--- config.mk ---
export PLATFORM = sky130hd
export DESIGN_NAME = icache_direct
export DESIGN_NICKNAME = d
export VERILOG_FILES = /design/src/rtl/cpu_types_pkg.sv /design/src/rtl/icache_direct.sv
export SDC_FILE = /design/constraint.sdc
export NUM_CORES = 1
export LEC_CHECK = 0
export BUFFER_PORTS_ARGS = -buffer_cell sky130_fd_sc_hd__buf_4
export CORE_ASPECT_RATIO = 0.6
export CORE_MARGIN = 3
export CORE_UTILIZATION = 60
export DETAILED_ROUTE_END_ITERATION = 12
export GPL_ROUTABILITY_DRIVEN = 0
export PLACE_DENSITY = 0.88
export SLEW_MARGIN = 25
export SYNTH_ARGS = -nofsm -noshare
export SYNTH_HDL_FRONTEND = slang
export SYNTH_SLANG_ARGS = --single-unit
--- constraint.sdc ---
create_clock -name CLK -period 11.6 [get_ports CLK]
set_input_delay 1.74 -clock CLK [delete_from_list [all_inputs] [get_ports CLK]]
set_output_delay 1.74 -clock CLK [all_outputs]
set_load 0.05 [all_outputs]
--- src/rtl/cpu_types_pkg.sv ---
// Shared CPU types for the instruction cache.
// Contents:
//   ICACHE_FRAMES, ICACHE_IDX_W, ICACHE_TAG_W - fixed direct-mapped geometry
//   icache_frame_t                           - one cache frame (valid, tag, data)
//   icache_state_t                           - instruction cache controller states
//   icache_tag / icache_idx / icache_word_addr - address field helpers
package cpu_types_pkg;

    localparam int ICACHE_FRAMES = 16;
    localparam int ICACHE_IDX_W  = 4;
    localparam int ICACHE_TAG_W  = 26;

    typedef struct packed {
        logic                    valid;
        logic [ICACHE_TAG_W-1:0] tag;
        logic [31:0]             data;
    } icache_frame_t;

    typedef enum logic {
        IDLE  = 1'b0,
        FETCH = 1'b1
    } icache_state_t;

    // Address layout: tag [31:6], index [5:2], byte offset [1:0].
    function automatic logic [ICACHE_TAG_W-1:0] icache_tag(input logic [31:0] addr);
        return addr[31:6];
    endfunction

    function automatic logic [ICACHE_IDX_W-1:0] icache_idx(input logic [31:0] addr);
        return addr[5:2];
    endfunction

    function automatic logic [31:0] icache_word_addr(input logic [ICACHE_TAG_W-1:0] tag,
                                                     input logic [ICACHE_IDX_W-1:0] idx);
        return {tag, idx, 2'b00};
    endfunction

endpackage

--- src/rtl/icache_direct.sv ---
// Direct-mapped, read-only instruction cache with 16 one-word frames.
// Hits are returned combinationally in the same cycle as the request; a miss
// latches the request address and fetches one word from memory control.
// Ports:
//   CLK, nRST             clock, asynchronous active-low reset
//   imemREN, imemaddr     datapath read request and word address (datapath_cache_if, icache side)
//   ihit, imemload        hit strobe and instruction word to the datapath
//   iREN, iaddr           memory read request and word address (caches_if, icache side)
//   iwait, iload          memory busy flag and read data
//
// state | meaning
// IDLE  | serve hits, on a miss latch {tag,index} and go fetch
// FETCH | hold iREN until memory drops iwait, then fill the frame
module icache_direct
    import cpu_types_pkg::*;
(
    input  logic        CLK,
    input  logic        nRST,
    input  logic        imemREN,
    input  logic [31:0] imemaddr,
    output logic        ihit,
    output logic [31:0] imemload,
    output logic        iREN,
    output logic [31:0] iaddr,
    input  logic        iwait,
    input  logic [31:0] iload
);

    icache_state_t             state;
    logic [ICACHE_TAG_W-1:0]   miss_tag;
    logic [ICACHE_IDX_W-1:0]   miss_idx;
    logic                      ren_q;

    logic [ICACHE_FRAMES-1:0]  valid_q;
    logic [ICACHE_TAG_W-1:0]   tag_q  [ICACHE_FRAMES];
    logic [31:0]               data_q [ICACHE_FRAMES];

    logic [ICACHE_TAG_W-1:0]   req_tag;
    logic [ICACHE_IDX_W-1:0]   req_idx;
    icache_frame_t             rd_frame;
    logic                      lookup_hit;
    logic                      fill;
    logic                      unused_byte_off;

    assign req_tag = icache_tag(imemaddr);
    assign req_idx = icache_idx(imemaddr);

    // Instruction fetches are always whole words.
    assign unused_byte_off = ^imemaddr[1:0];

    assign rd_frame = '{valid: valid_q[req_idx], tag: tag_q[req_idx], data: data_q[req_idx]};

    assign lookup_hit = (state == IDLE) && imemREN && rd_frame.valid && (rd_frame.tag == req_tag);
    assign fill       = (state == FETCH) && !iwait;

    assign ihit     = lookup_hit;
    assign imemload = lookup_hit ? rd_frame.data : '0;
    assign iREN     = ren_q;
    assign iaddr    = ren_q ? icache_word_addr(miss_tag, miss_idx) : '0;

    // The fill always completes with the latched miss address, whatever the
    // datapath does with imemaddr/imemREN meanwhile.
    always_ff @(posedge CLK or negedge nRST) begin
        if (!nRST) begin
            state    <= IDLE;
            miss_tag <= '0;
            miss_idx <= '0;
            ren_q    <= 1'b0;
        end else begin
            case (state)
                IDLE: begin
                    if (imemREN && !lookup_hit) begin
                        miss_tag <= req_tag;
                        miss_idx <= req_idx;
                        ren_q    <= 1'b1;
                        state    <= FETCH;
                    end
                end
                FETCH: begin
                    if (!iwait) begin
                        ren_q <= 1'b0;
                        state <= IDLE;
                    end
                end
                default: begin
                    ren_q <= 1'b0;
                    state <= IDLE;
                end
            endcase
        end
    end

    always_ff @(posedge CLK or negedge nRST) begin
        if (!nRST) begin
            valid_q <= '0;
        end else if (fill) begin
            valid_q[miss_idx] <= 1'b1;
        end
    end

    // Tag and data are qualified by valid, so they carry no reset.
    // A fill replaces the resident frame outright: nothing is ever dirty.
    always_ff @(posedge CLK) begin
        if (fill) begin
            tag_q[miss_idx]  <= miss_tag;
            data_q[miss_idx] <= iload;
        end
    end

endmodule

=== After elaboration in Yosys (flattened, before gate mapping) ===
Memories as Yosys holds them, arrays and structs flattened.
Cells that the tools add are included.
Widths: inputs -> output; s select.

* Memories kept: 2
* RAM bits: 928
* Output and inout port bits: 66
* Input port bits: 68
* Logic and storage cells: 39
* Register bits after elaboration: 48

{| class="wikitable"
|+ Memory list
! memory !! words !! bits a word !! rd ports !! clocked after Yosys merged registers in !! write ports !! RTL line !! source
|-
| data_q || 16 || 32 || 1 || 0 || 1 || icache_direct.sv:36 || <nowiki>logic [31:0] data_q [ICACHE_FRAMES];</nowiki>
|-
| tag_q || 16 || 26 || 1 || 0 || 1 || icache_direct.sv:35 || <nowiki>logic [ICACHE_TAG_W-1:0] tag_q [ICACHE_FRAMES];</nowiki>
|}

* Reductions and logical operators: 10
* Bitwise gates (word level): 2
* Magnitude comparators: 3
* Equality and inequality tests: 3
* Muxes and demuxes: 14

{| class="wikitable"
|+ Operators by type and width
! operator !! number
|-
| $mux 32 || 2
|-
| $eq 26x26->1 || 1
|-
| $or 16x16->16 || 1
|-
| $lt 4x5->1 const B || 2
|-
| $mux 1 || 8
|-
| $logic_and 1x1->1 || 6
|-
| $bmux 1 s4 || 1
|-
| $demux 1 s4 || 1
|-
| $ge 4x1->1 const B || 1
|-
| $pmux 1 s2 || 2
|-
| $reduce_and 2->1 || 2
|-
| $logic_not 1->1 || 2
|-
| $ne 2x1->1 const B || 1
|-
| $ne 2x2->1 const B || 1
|-
| $not 1->1 || 1
|}

=== Longest topological paths before layout ===
Gate-level depths: netlist of run 1.

* Depth after elaboration: 8
* Depth in mapped cells: 14

=== Worst setup path before layout of run 1 ===
Ideal clock, no wire load.

* Path type: input port to output port
* Start point: input imemaddr[2]
* End point: output imemload[10]
* Data arrival time: 5,176 ps
* Stages: 12
* Required time: 9,860 ps
* Path slack: 4,684 ps
* Cell sequence: buf_2 -> buf_6 -> buf_2 -> mux4_2 -> mux2i_1 -> xor2_1 -> mux2i_1 -> nor4b_2 -> nand4_1 -> or4_4 -> buf_2 -> nor2b_1

* Longest elaborated chain between the ends: 5

{| class="wikitable"
|+ RTL lines
! item !! RTL line !! source
|-
| from (decl) || icache_direct.sv:20 || <nowiki>input logic [31:0] imemaddr,</nowiki>
|-
| branches (longest 4 deep; another with $mem_v2 16x26) || n/a ||
|-
| $mux 32 (*) || icache_direct.sv:57 || <nowiki>assign imemload = lookup_hit ? rd_frame.data : '0;</nowiki>
|-
| to (decl) || icache_direct.sv:22 || <nowiki>output logic [31:0] imemload,</nowiki>
|}

Mark *: on every way between the ends. The select of a mux whose other input is x is not followed.

=== Worst setup path in the final report of run 1 ===
* Start point: input imemaddr[3]
* End point: output imemload[20]

The elaborated chain is that of the path after synthesis.

==> results.sh, run 1 <==
export IMPL_top_level_ports=134
export IMPL_worstHoldPathCells=1
export IMPL_path_delay_family="simple AND/OR/NAND/NOR gates"
export IMPL_fmax_mhz=116
export IMPL_cap_viol_max_count=0
export IMPL_post_layout_worst_setup_margin_ns=2.98
export IMPL_nets=1943
export IMPL_postLayoutCellArea_um2=42800
export IMPL_dr_total_vias=19630
export IMPL_drc=0
export IMPL_layout_min_cycle_time_ns=8.62
export IMPL_globalRoute_totalOverflow=0
export IMPL_sinks_on_clock_net=976
export IMPL_ys_seq_area_share_pct=76.0
export IMPL_gr_usage_all_layers_pct=28.8
export IMPL_final_setup_skew_ns=0.0356
export IMPL_drive_above_1_share_pct=31.9
export IMPL_vias_in_the_first_global_route=20393
export IMPL_die_w_um=332
export IMPL_slew_margin_rel_pct=26.3
export IMPL_path_max_fanout=90
export IMPL_met1Wirelength_um=33400
export IMPL_cp_required_ns=9.86
export IMPL_timing_final_crit_share_pct=74.3
export IMPL_wire_length_of_the_first_global_routing_pass_um=139000
export IMPL_layout_filler_cells=3341
export IMPL_end_kind="output port"
export IMPL_number_of_iterations_in_the_first_detailed_routing_pass=9
export IMPL_p_leak_nw=13.9
export IMPL_dieHeight_um=202
export IMPL_synth_top_cells_by_area="sky130_fd_sc_hd__edfxtp_1 (73%), sky130_fd_sc_hd__mux4_2 (15%), sky130_fd_sc_hd__dfrtp_1 (3.1%), sky130_fd_sc_hd__mux2_4 (1.1%), sky130_fd_sc_hd__mux2i_1 (0.94%)"
export IMPL_worst_r2r_path_depth=9
export IMPL_ctsRootBufferMaster="sky130_fd_sc_hd__clkbuf_16"
export IMPL_cts_setup_buffers=0
export IMPL_path_cells="clkbuf_8, buf_4, nand2b_1, o22ai_1, nor3_1, nor3b_1, o211ai_1, or4_1, or4_4, nor2b_1, buf_4"
export IMPL_rows=70
export IMPL_pin_count_of_the_biggest_net_entering_global_routing=91
export IMPL_unrepaired_setup_endpoints_after_global_routing="no"
export IMPL_cts_buffers_inserted=84
export IMPL_reg_to_reg_endpoint="miss_tag[7]"
export IMPL_critPathArrivalTime_ns=6.88
export IMPL_met2WireLength_um=47700
export IMPL_synth_top_cell_area_share_pct=72.9
export IMPL_fin_tns_setup_ns=0
export IMPL_design_die_area_um2=66900
export IMPL_hold_slack_ns=0.487
export IMPL_detail_route_wirelength_um=96300
export IMPL_dpl_worst_slack_ns=3.17
export IMPL_cpMaxStageDelayCell="sky130_fd_sc_hd__buf_4"
export IMPL_htreeDepth=3
export IMPL_rrSetupSlack_ns=7.75
export IMPL_ctsLongestPathBuffers=3
export IMPL_synth_cell_area_um2=38200
export IMPL_placedInstanceArea_um2=40100
export IMPL_core_area_um2=61900
export IMPL_seq_cells_post_synth=976
export IMPL_avgSynthCellArea_um2=22.3
export IMPL_holdBufCountCts=0
export IMPL_power_per_cell_area_nw_per_um2=179
export IMPL_dp_final_hpwl_um=46400
export IMPL_synth_edf_count=928
export IMPL_irDropWorstVdd_mv=0.119
export IMPL_drtAntennaViolNets=0
export IMPL_starting_drc_count_in_detailed_routing=3170
export IMPL_clk_insertion_delay_late_ns=0.65
export IMPL_postSynthCellCount=1712
export IMPL_final_hold_violation_count=0
export IMPL_postSynth_asyncResetShare_pct=4.92
export IMPL_detail_route_wl_per_cell_um=34.7
export IMPL_cp_common_cell="sky130_fd_sc_hd__buf_4"
export IMPL_holdCritPathClass="reg2reg"
export IMPL_rr_startpoint="tag_q[6][18]"
export IMPL_crit_path_start="imemaddr[3]"
export IMPL_max_slew_worst_pin_slew_ns=1.10
export IMPL_detail_route_vias_per_cell=7.08
export IMPL_clk_pin_slew_worst_setup_hold_paths_ns=0.07
export IMPL_synth_flop_cell="sky130_fd_sc_hd__edfxtp_1"
export IMPL_initial_core_util_pct=61.7
export IMPL_cts_repair_resize_count=0
export IMPL_cts_tree="yes"
export IMPL_start_kind="input pin"
export IMPL_critPathKind="in2out"
export IMPL_grt_antenna_before_repair=6
export IMPL_area_growth_synth_to_final_pct=12.0
export IMPL_maxUsedRoutingLayer="met5"
export IMPL_route_met3_wl_um=11300
export IMPL_run_status="complete, no violations"
export IMPL_timing_critical_path_depth=11
export IMPL_synth_yosys_warnings=0
export IMPL_worst_path_largest_cell_delay_ns=0.90
export IMPL_yosysUniqueCellTypes=62
export IMPL_finalSetupViolations=0
export IMPL_worst_path_buf_inv=3
export IMPL_port_bufs=129
export IMPL_synth_largest_area_cell="sky130_fd_sc_hd__edfxtp_1"
export IMPL_slew_viol_final=0
export IMPL_termination_of_the_worst_setup_path="imemload[20]"
state kept, by name, indices dropped and copies added (netlist names):
register and count:
data_q 512, tag_q 416, miss_tag 26, valid_q 16, miss_idx 4, iREN 1, state 1
cell usage in the layout, fill, tap and decap left out, types with 12 or more instances in the layout:
cell and instances:
sky130_fd_sc_hd__mux2_2 22, sky130_fd_sc_hd__dfrtp_1 48, sky130_fd_sc_hd__clkbuf_16 85, sky130_fd_sc_hd__nor2_1 15
sky130_fd_sc_hd__or2_2 17, sky130_fd_sc_hd__buf_4 156, sky130_fd_sc_hd__and2_1 32, sky130_fd_sc_hd__xnor2_1 16
sky130_fd_sc_hd__mux2_4 28, sky130_fd_sc_hd__clkinv_1 15, sky130_fd_sc_hd__clkbuf_1 26, sky130_fd_sc_hd__mux2i_1 36
sky130_fd_sc_hd__mux4_2 253, sky130_fd_sc_hd__o21ai_0 14, sky130_fd_sc_hd__clkinv_2 14, sky130_fd_sc_hd__o22ai_1 14
sky130_fd_sc_hd__nand2_1 21, sky130_fd_sc_hd__nor2b_1 37, sky130_fd_sc_hd__nor2_4 12, sky130_fd_sc_hd__edfxtp_1 928
sky130_fd_sc_hd__xor2_1 14
through the flow:
stage / utilization (%) / std cells / power (mW)
floorplan: - / 1713 / 4.69
global placement: 64.8 / 2616 / 4.92
detailed placement: 64.8 / 2616 / 4.96
CTS: 69.0 / 2769 / 7.67
global route: 69.1 / 2773 / 7.86
finish: 69.1 / 2773 / 7.68
synth_stat cells, types with 3 or more instances:
| master | instances |
|---|---|
| sky130_fd_sc_hd__or2_2 | 17 |
| sky130_fd_sc_hd__o21ai_0 | 14 |
| sky130_fd_sc_hd__edfxtp_1 | 928 |
| sky130_fd_sc_hd__dfrtp_1 | 48 |
| sky130_fd_sc_hd__mux2i_1 | 36 |
| sky130_fd_sc_hd__and2_1 | 32 |
| sky130_fd_sc_hd__mux4_2 | 253 |
| sky130_fd_sc_hd__clkbuf_1 | 28 |
| sky130_fd_sc_hd__nor2b_1 | 37 |
| sky130_fd_sc_hd__buf_2 | 35 |
| sky130_fd_sc_hd__buf_4 | 11 |
| sky130_fd_sc_hd__nand2_1 | 21 |
| sky130_fd_sc_hd__a21o_1 | 3 |
| sky130_fd_sc_hd__inv_1 | 9 |
| sky130_fd_sc_hd__nand4_1 | 3 |
| sky130_fd_sc_hd__nor3_1 | 13 |
| sky130_fd_sc_hd__o211ai_1 | 6 |
| sky130_fd_sc_hd__mux2_4 | 28 |
| sky130_fd_sc_hd__buf_6 | 9 |
| sky130_fd_sc_hd__o31ai_1 | 4 |
| sky130_fd_sc_hd__nand3b_1 | 4 |
| sky130_fd_sc_hd__nand3_1 | 10 |
| sky130_fd_sc_hd__mux2_2 | 22 |
| sky130_fd_sc_hd__a21oi_1 | 9 |
| sky130_fd_sc_hd__o22ai_1 | 14 |
| sky130_fd_sc_hd__or3_1 | 4 |
| sky130_fd_sc_hd__xor2_1 | 14 |
| sky130_fd_sc_hd__nand2b_1 | 10 |
| sky130_fd_sc_hd__buf_1 | 4 |
| sky130_fd_sc_hd__or4_1 | 4 |
| sky130_fd_sc_hd__nor2_1 | 27 |
| sky130_fd_sc_hd__xnor2_1 | 16 |
| sky130_fd_sc_hd__a31oi_1 | 3 |
how the worst min path moves through the flow:
stage                            from  slack, ns     endpoint
after floorplan           valid_q[11]       0.43  valid_q[11]
final                      valid_q[1]       0.49   valid_q[1]
after global placement     valid_q[6]       0.45   valid_q[6]
after CTS                 valid_q[13]       0.47  valid_q[13]
after global routing      valid_q[13]       0.49  valid_q[13]
after detailed placement   valid_q[3]       0.45   valid_q[3]
cell type report:
cell class	count	area, um2	share of cell area (%)
diodes	3	7.51	0.0175
inverters	10	38.8	0.0906
flip-flops and latches	976	29100	67.9
clock buffers	116	2290	5.36
well taps	828	1040	2.42
repair buffers	164	1280	3.00
clock inverters	37	327	0.763
multi-input cells	639	8740	20.4
power by group:
part	switching (mW)	internal, mW
logic	0.423	0.276
registers	0.154	4.08
clock network	1.25	1.50
metal layers:
| layer | track usage [%] | up-vias |
|---|---|---|
| met2 | 46.0 | 1740 |
| met5 | 0 | - |
| met1 | 38.8 | 10125 |
| li1 | - | 7455 |
| met3 | 7.06 | 304 |
| met4 | 11.9 | 6 |
kinds of logic (layout without fill, tap and decap cells):
| group | after synthesis | after routing | share of synthesized area (%) |
|---|---|---|---|
| buf+inv | 98 | 327 | 1.39 |
| flops | 976 | 976 | 76.0 |
| compound gates | 74 | 74 | 1.33 |
| simple gates | 193 | 193 | 2.87 |
| other cells | 1 | 5 | 0.00981 |
| mux | 340 | 340 | 17.7 |
| xor+xnor | 30 | 30 | 0.687 |
worst register-to-register path: cells and delay by family (launching register included):
| kind | cells | cell delay, ns |
|---|---|---|
| mux | 2 | 0.90 |
| compound gates | 3 | 0.85 |
| simple gates | 2 | 0.79 |
| xor+xnor | 1 | 0.44 |
| buf+inv | 1 | 0.37 |
| flops | 1 | 0.36 |
(Power assumes the default switching activity.)
==> run 2: changes to the inputs <==
==> constraint.sdc (replaced) <==
create_clock -name CLK -period 7.93 [get_ports CLK]
set_input_delay 1.1895 -clock CLK [delete_from_list [all_inputs] [get_ports CLK]]
set_output_delay 1.1895 -clock CLK [all_outputs]
set_load 0.05 [all_outputs]
==> run 2 against run 1 <==
Worst hold slack lost 0.0038 ns. First-iteration DRC count shrank 9.3%. Cell count grew 0.29%. Register-to-register slack lost 3.9 ns. Clock power grew 59%. Non-clock buffer count grew 7. Power grew 51%. Highest routed layer unchanged.
==> results.sh, run 2 (same netlist as run 1, synthesis figures left out) <==
export IMPL_run_status="complete, no violations"
export IMPL_rr_startpoint="tag_q[3][5]"
export IMPL_ctsLongestPathBuffers=3
export IMPL_fmax_mhz=143
export IMPL_gr_usage_all_layers_pct=29.9
export IMPL_clk_insertion_delay_late_ns=0.66
export IMPL_clk_pin_slew_worst_setup_hold_paths_ns=0.07
export IMPL_slew_viol_final=0
export IMPL_irDropWorstVdd_mv=0.166
export IMPL_p_leak_nw=14.0
export IMPL_ctsRootBufferMaster="sky130_fd_sc_hd__clkbuf_16"
export IMPL_placedInstanceArea_um2=40200
export IMPL_cts_setup_buffers=0
export IMPL_detail_route_vias_per_cell=7.13
export IMPL_pin_count_of_the_biggest_net_entering_global_routing=83
export IMPL_hp_start="valid_q[0]"
export IMPL_number_of_iterations_in_the_first_detailed_routing_pass=6
export IMPL_hold_slack_ns=0.484
export IMPL_design_die_area_um2=66900
export IMPL_critPathArrivalTime_ns=5.81
export IMPL_final_hold_violation_count=0
export IMPL_detail_route_wirelength_um=98300
export IMPL_start_kind="input pin"
export IMPL_globalRoute_totalOverflow=0
export IMPL_layout_commonest_cell="sky130_fd_sc_hd__edfxtp_1"
export IMPL_top_level_ports=134
export IMPL_path_cells="buf_4, clkinv_2, nand3_1, nand2_1, nor3_1, nor2_1, or3_1, or4_4, nor2b_1, buf_4"
export IMPL_mostFrequentLayoutCells="sky130_fd_sc_hd__edfxtp_1 (928), sky130_fd_sc_hd__mux4_2 (253), sky130_fd_sc_hd__buf_4 (162)"
export IMPL_area_growth_synth_to_final_pct=12.8
export IMPL_nets=1949
export IMPL_finalCoreUtilization_pct=69.7
export IMPL_unrepaired_setup_endpoints_after_global_routing="no"
export IMPL_end_kind="output port"
export IMPL_cap_viol_max_count=0
export IMPL_finalSetupViolations=0
export IMPL_drtAntennaViolNets=0
export IMPL_cts_buffers_inserted=83
export IMPL_worstHoldPathCells=1
export IMPL_cts_tree="yes"
export IMPL_rrSetupSlack_ns=3.85
export IMPL_path_delay_family="simple AND/OR/NAND/NOR gates"
export IMPL_dr_total_vias=19826
export IMPL_starting_drc_count_in_detailed_routing=2874
export IMPL_vias_in_the_first_global_route=20758
export IMPL_die_w_um=332
export IMPL_rows=70
export IMPL_worst_path_buf_inv=3
export IMPL_detail_route_wl_per_cell_um=35.3
export IMPL_cp_required_ns=6.74
export IMPL_postLayoutCellArea_um2=43100
export IMPL_critPathKind="in2out"
export IMPL_timing_final_crit_share_pct=88.2
export IMPL_holdCritPathClass="reg2reg"
export IMPL_layout_min_cycle_time_ns=6.99
export IMPL_dieHeight_um=202
export IMPL_worstHoldEndpoint="valid_q[0]"
export IMPL_holdBufCountCts=0
export IMPL_fin_total_pwr_mw=11.6
export IMPL_top_register="data_q"
export IMPL_max_ffs_per_register=512
export IMPL_worst_path_largest_cell_delay_ns=0.87
export IMPL_initial_core_util_pct=61.7
export IMPL_worst_r2r_path_depth=9
export IMPL_cp_common_cell="sky130_fd_sc_hd__buf_4"
export IMPL_sinks_on_clock_net=976
export IMPL_drc=0
export IMPL_core_area_um2=61900
export IMPL_wire_length_of_the_first_global_routing_pass_um=144000
export IMPL_dp_final_hpwl_um=47600
export IMPL_dpl_worst_slack_ns=1.33
export IMPL_path_max_fanout=44
export IMPL_max_slew_worst_pin_slew_ns=1.07
export IMPL_final_setup_skew_ns=0.0205
export IMPL_reg_to_reg_endpoint="miss_tag[1]"
export IMPL_largestRegisters="data_q x512, tag_q x416, miss_tag x26"
export IMPL_final_cell_count_no_fill=2781
export IMPL_dp_cells=2623
export IMPL_post_layout_worst_setup_margin_ns=0.935
export IMPL_grt_antenna_before_repair=8
export IMPL_port_bufs=129
export IMPL_fin_tns_setup_ns=0
export IMPL_cts_repair_resize_count=0
export IMPL_htreeDepth=3
export IMPL_slew_margin_rel_pct=27.8
export IMPL_power_per_cell_area_nw_per_um2=269
export IMPL_cpMaxStageDelayCell="sky130_fd_sc_hd__nor3_1"
export IMPL_drive_above_1_share_pct=32.4
[run 2: cell count changes in the layout (fill, tap and decap cells not counted)]
cell,change
sky130_fd_sc_hd__buf_12,+2
sky130_fd_sc_hd__buf_16,+1
sky130_fd_sc_hd__buf_4,+6
sky130_fd_sc_hd__buf_6,-2
sky130_fd_sc_hd__bufinv_16,+10
sky130_fd_sc_hd__clkbuf_1,-11
sky130_fd_sc_hd__clkbuf_8,-3
sky130_fd_sc_hd__clkinv_1,+6
sky130_fd_sc_hd__clkinv_2,-3
sky130_fd_sc_hd__clkinvlp_4,+1
sky130_fd_sc_hd__diode_2,-1
sky130_fd_sc_hd__inv_6,+1
sky130_fd_sc_hd__inv_8,+1
[run 2: worst max-delay path by stage]
stage / start / end / slack, ns / depth (start not counted)
final: imemaddr[5] / imemload[3] / 0.94 / 10
after global placement: imemaddr[3] / imemload[3] / 1.37 / 11
after detailed placement: imemaddr[3] / imemload[3] / 1.33 / 11
after global routing: imemaddr[5] / imemload[3] / 1.02 / 10
after floorplan: iwait / valid_q[0] / 1.68 / 4
after CTS: imemaddr[4] / imemload[3] / 1.21 / 11
[run 2: where the power goes]
part	leakage, nW	internal, mW	switching (mW)
clock	1.40	2.49	1.87
combinational	3.71	0.406	0.629
sequential	8.92	5.96	0.233
[run 2: area by class of cell]
class / instances / area [um2]
Tap cell: 828 / 1040
Sequential cell: 976 / 29100
Multi-Input combinational cell: 639 / 8740
Antenna cell: 2 / 5.00
Clock inverter: 53 / 662
Clock buffer: 102 / 2210
Fill cell: 3308 / 18800
Inverter: 10 / 38.8
Timing Repair Buffer: 171 / 1370
[run 2: layer usage]
metal / wire length, um / track usage, %
met4: 4840 / 13.9
met2: 47500 / 46.8
met5: 73 / 0
met1: 33400 / 39.8
met3: 12500 / 8.45
